## src/rtl/subtractor_result_fifo_if.sv

```systemverilog
// rtl/subtractor_result_fifo_if.sv - handshake bundle between subtractor, result FIFO and consumer
interface subtractor_result_fifo_if #(parameter int WIDTH = 32);
  logic             in_valid;
  logic             in_ready;
  logic [WIDTH-1:0] in_sub;
  logic             in_a_msb;
  logic             in_b_msb;
  logic             out_valid;
  logic             out_ready;
  logic [WIDTH-1:0] out_sub;
  logic             out_zero;
  logic             out_neg;
  logic             out_ovf;

  modport master (
    output in_valid, in_sub, in_a_msb, in_b_msb, out_ready,
    input  in_ready, out_valid, out_sub, out_zero, out_neg, out_ovf
  );

  modport slave (
    input  in_valid, in_sub, in_a_msb, in_b_msb, out_ready,
    output in_ready, out_valid, out_sub, out_zero, out_neg, out_ovf
  );
endinterface

```

## src/rtl/subtractor_result_fifo.sv

```systemverilog
// rtl/subtractor_result_fifo.sv - show-ahead result FIFO with zero/neg/overflow flags captured at write
// Optional push/overflow statistics counters: SUBTRACTOR_RESULT_FIFO_STATS_EN
module subtractor_result_fifo #(
  parameter int WIDTH = 32,
  parameter int DEPTH = 4
) (
  input  logic                     clk,
  input  logic                     rst,
  subtractor_result_fifo_if.slave  bus,
  output logic [$clog2(DEPTH):0]   count
`ifdef SUBTRACTOR_RESULT_FIFO_STATS_EN
  ,
  output logic [31:0]              stat_push_cnt,
  output logic [31:0]              stat_ovf_cnt
`endif
);
  localparam int AW = $clog2(DEPTH);

  typedef struct packed {
    logic [WIDTH-1:0] sub;
    logic             zero;
    logic             neg;
    logic             ovf;
  } entry_t;

  entry_t        mem [DEPTH];
  entry_t        wr_entry;
  entry_t        head;
  logic [AW-1:0] wr_ptr;
  logic [AW-1:0] rd_ptr;
  logic          full;
  logic          empty;
  logic          push;
  logic          pop;

  assign full  = (count == (AW+1)'(DEPTH));
  assign empty = (count == '0);
  assign push  = bus.in_valid && !full;
  assign pop   = bus.out_ready && !empty;

  assign bus.in_ready  = !full;
  assign bus.out_valid = !empty;

  // Overflow of A-B: operand signs differ and the result sign disagrees with A.
  always_comb begin
    wr_entry      = '0;
    wr_entry.sub  = bus.in_sub;
    wr_entry.zero = (bus.in_sub == '0);
    wr_entry.neg  = bus.in_sub[WIDTH-1];
    wr_entry.ovf  = (bus.in_a_msb != bus.in_b_msb) && (bus.in_sub[WIDTH-1] != bus.in_a_msb);
  end

  always_ff @(posedge clk) begin
    if (push) begin
      mem[wr_ptr] <= wr_entry;
    end
  end

  always_ff @(posedge clk or posedge rst) begin
    if (rst) begin
      wr_ptr <= '0;
      rd_ptr <= '0;
      count  <= '0;
    end else begin
      if (push) begin
        wr_ptr <= wr_ptr + AW'(1);
      end
      if (pop) begin
        rd_ptr <= rd_ptr + AW'(1);
      end
      if (push && !pop) begin
        count <= count + (AW+1)'(1);
      end else if (pop && !push) begin
        count <= count - (AW+1)'(1);
      end
    end
  end

  // Stale storage is hidden while empty so outputs read zero after reset.
  assign head         = mem[rd_ptr];
  assign bus.out_sub  = empty ? '0 : head.sub;
  assign bus.out_zero = empty ? 1'b0 : head.zero;
  assign bus.out_neg  = empty ? 1'b0 : head.neg;
  assign bus.out_ovf  = empty ? 1'b0 : head.ovf;

`ifdef SUBTRACTOR_RESULT_FIFO_STATS_EN
  always_ff @(posedge clk or posedge rst) begin
    if (rst) begin
      stat_push_cnt <= '0;
      stat_ovf_cnt  <= '0;
    end else if (push) begin
      stat_push_cnt <= stat_push_cnt + 32'd1;
      if (wr_entry.ovf) begin
        stat_ovf_cnt <= stat_ovf_cnt + 32'd1;
      end
    end
  end
`endif
endmodule

```

## src/flat_wrapper.sv

```systemverilog
// flat-port wrapper written by rule: the top's interface ports become plain ports
module subtractor_result_fifo_flat 
#(
  parameter int WIDTH = 32,
  parameter int DEPTH = 4
)
  (clk, rst, count, bus_in_valid, bus_in_sub, bus_in_a_msb, bus_in_b_msb, bus_out_ready, bus_in_ready, bus_out_valid, bus_out_sub, bus_out_zero, bus_out_neg, bus_out_ovf);
  subtractor_result_fifo_if #(.WIDTH(WIDTH)) bus_i ();
  input  logic clk;
  input  logic rst;
  output logic [$clog2(DEPTH):0] count;
  input wire logic [$bits(bus_i.in_valid)-1:0] bus_in_valid;
  input wire logic [$bits(bus_i.in_sub)-1:0] bus_in_sub;
  input wire logic [$bits(bus_i.in_a_msb)-1:0] bus_in_a_msb;
  input wire logic [$bits(bus_i.in_b_msb)-1:0] bus_in_b_msb;
  input wire logic [$bits(bus_i.out_ready)-1:0] bus_out_ready;
  output wire logic [$bits(bus_i.in_ready)-1:0] bus_in_ready;
  output wire logic [$bits(bus_i.out_valid)-1:0] bus_out_valid;
  output wire logic [$bits(bus_i.out_sub)-1:0] bus_out_sub;
  output wire logic [$bits(bus_i.out_zero)-1:0] bus_out_zero;
  output wire logic [$bits(bus_i.out_neg)-1:0] bus_out_neg;
  output wire logic [$bits(bus_i.out_ovf)-1:0] bus_out_ovf;
  assign bus_i.in_valid = bus_in_valid;
  assign bus_i.in_sub = bus_in_sub;
  assign bus_i.in_a_msb = bus_in_a_msb;
  assign bus_i.in_b_msb = bus_in_b_msb;
  assign bus_i.out_ready = bus_out_ready;
  assign bus_in_ready = bus_i.in_ready;
  assign bus_out_valid = bus_i.out_valid;
  assign bus_out_sub = bus_i.out_sub;
  assign bus_out_zero = bus_i.out_zero;
  assign bus_out_neg = bus_i.out_neg;
  assign bus_out_ovf = bus_i.out_ovf;
  subtractor_result_fifo #(.WIDTH(WIDTH), .DEPTH(DEPTH)) u_core (.clk(clk), .rst(rst), .bus(bus_i), .count(count));
endmodule
```

## config.mk

```make
export PLATFORM = sky130hd
export DESIGN_NAME = subtractor_result_fifo_flat
export DESIGN_NICKNAME = d
export VERILOG_FILES = /design/src/rtl/subtractor_result_fifo_if.sv /design/src/rtl/subtractor_result_fifo.sv /design/src/flat_wrapper.sv
export SDC_FILE = /design/constraint.sdc
export NUM_CORES = 1
export LEC_CHECK = 0
export CORE_MARGIN = 5
export CORE_UTILIZATION = 51
export CTS_BUF_LIST = sky130_fd_sc_hd__clkbuf_4
export DETAILED_ROUTE_END_ITERATION = 12
export PLACE_DENSITY_LB_ADDON = 0.3
export SLEW_MARGIN = 20
export SYNTH_ARGS = -nofsm -noshare
export SYNTH_HDL_FRONTEND = slang
export SYNTH_SLANG_ARGS = --single-unit
```

## constraint.sdc

```tcl
create_clock -name clk -period 5.9 [get_ports clk]
set_clock_uncertainty 0.1 [all_clocks]
set_input_delay 0.59 -clock clk [delete_from_list [all_inputs] [get_ports clk]]
set_output_delay 0.59 -clock clk [all_outputs]
set_load 0.01 [all_outputs]
```

==> results.toml <==
[global_routing]
grt_max_degree = 38
use_met1 = 0.212
busiest_layer = "met2"
grt_pass1_wl_mm = 15.6
overflow = 0
antenna_found_initial = 0
grt.total_usage = 0.162
grt_pass1_vias = 2930
use_met2 = 0.263
grtUsageMet3 = 0.0496

[place]
gp_congestion = 0.718
place_inst = 474
post-dp-hpwl_mm = 6.00
io_buffers = 77

[cts]
clockBufferDepth = 2
numCtsBuffers = 17
cts_max_level = 4
cts_resized = 0
clk_pin_slew_ns = 0.11
cts_tree = "done"
hold_buffers = 0
postCtsSetupBuffers = 0
worstSkewPairLatency_ns = 0.52
cts_root_buf = "clkbuf_4"
cts.sinks = 143

[timing]
slew-limit-headroom = 0.378
fin_crit_ns = 3.63
hold_viol = 0
worst_pin_slew_ns = 0.933
finalSetupTns_ns = 0
min_period_over_period = 0.616
setup_viol = 0
fmax_ghz = 0.275
rsz0062_at_grt = "no"
maxSlewViolCount = 0

[synth]
syn_inst = 267
synth_compound_area_frac = 0.00286
synth_xor_area_frac = 0.00923
yosysTopAreaCellShare = 0.717
yosysTopAreaCell = "edfxtp_1"
synth_top_family_by_area = "multiplexers"
synth.avg_cell_area_um2 = 21.3
yosys_warnings = 0
yosys.area_share.simple = 0.0604
synthTopCellsByArea = "edfxtp_1 (72%), mux4_2 (11%), and2_1 (4.2%)"
yosys.area_share.adder = 0.0145
synth.ff_latch_count = 143
synth_area_um2 = 5700
yosysUniqueCellTypes = 26
synth-seq-area-share = 0.748
synth_nets = 311
synth_mux_area_frac = 0.142

[job]
max_cap_violations = 0

[power_and_ir_drop]
powerDensity_nw_per_um2 = 509
max-vdd-ir-drop_v = 0.000295
leakage_uw = 0.00230

[detailed_routing]
num_vias = 2724
wirelength_mm = 10.0
drtAntennaViolNets = 0
dr.pass1.iters = 4
wl_per_cell_um = 19.8
post-route-drc-count = 0
vias_per_cell = 5.38
drt_iter0_markers = 142

[floorplan]
initial_core_util = 0.523
die_w_um = 116
die_h_um = 116
die_area_um2 = 13400
rows = 38
coreArea_um2 = 10900
io-pin-count = 78

[setup_path]
worstPathArrival_ns = 2.94
worstSetupPathType = "register to primary output"
startpoint_type = "register"
slowest_stage = "dfrtp_2"
slowest_delay_ns = 0.67
r2r_start = "u_core.count[0]"
crit_start = "u_core.rd_ptr[0]"
required_ns = 5.21
path_cells = "buf_4 > mux4_1 > and2_1 > clkdlybuf4s50_1"
worst-path-buf-inv = 2
rr_worst_depth = 9
critPathTopFamily = "buffers and inverters"
crit_fanout = 23
end_kind = "primary output"
cp_num_cells = 4

[min_path]
hp-class = "input port to async pin"

[layout]
nNetsFinal = 397
layout_common_cells = "edfxtp_1 (136), clkdlybuf4s50_1 (77), and2_1 (34)"
final_layout_size_suffix_gt1_frac = 0.186
area_growth_pct = 21.9
diodes = 0
final_common_cell = "edfxtp_1"
instances_no_fill = 506

[run_status]
status = "completed"
[sequential cells by signal, summed over array words and instances, names as in the netlist]
name           cells
u_core.count       3
u_core.rd_ptr      2
u_core.mem       136
u_core.wr_ptr      2
[per-layer routing]
metal  wire (µm)  vias up
li1            -     1252
met1        4130     1387
met2        5200       73
met3         523       12
met4         134        0
met5           0        -
[cell usage after synthesis, drive strengths merged]
cell type	number
buf	10
dfrtp	7
nand3	1
nor4	8
a21boi	1
nand2b	1
and2	38
xnor2	4
o21ai	1
nand4	2
ha	5
or3	1
mux4	34
mux2	2
clkbuf	3
xor2	2
fa	1
inv	4
nand2	2
nor2	3
edfxtp	136
nand3b	1
[cells by family (layout without fill, tap and decap cells)]
group           count (synthesis)  after routing
compound gates                  2              2
xor+xnor                        6              6
fa+ha+maj                       6              6
buf+inv                        17            116
flops                         143            143
mux                            36             36
simple gates                   57             57
[report_power, final]
part	internal [µW]	total (µW)	switching (µW)
Combinational	740	1290	549
Clock	469	795	325
Sequential	1350	1450	103
[through the flow]
stage,hold WS [ns],cell area (µm²),setup WS [ns],utilization,total power (µW)
global placement,0.439,6560,2.76,0.602,2770
finish,0.186,6940,2.27,0.637,3530
floorplan,0.293,5700,3.63,-,2240
detailed placement,0.460,6560,2.76,0.602,2800
global route,0.157,6940,2.09,0.637,3710
CTS,0.149,6940,2.16,0.637,3590
[area by class of cell]
type / instances / area, µm²
Sequential cell: 143 / 4260
Clock buffer: 19 / 143
Clock inverter: 13 / 243
Timing Repair Buffer: 80 / 793
Multi-Input combinational cell: 107 / 1310
Tap cell: 140 / 175
Fill cell: 815 / 3950
Inverter: 4 / 15.0
[path summary, 6_finish.rpt]
path | endpoint | slack (ns)
max in group asynchronous | u_core.rd_ptr[0] | 5.28
hold / removal | u_core.count[1] | 0.19
setup reg to reg | u_core.count[2] | 3.44
min in group clk | u_core.count[2] | 0.48
setup / recovery | bus_out_zero | 2.27
hold reg to reg | u_core.count[2] | 0.48
Note: power is estimated with default switching activity, not from simulation.
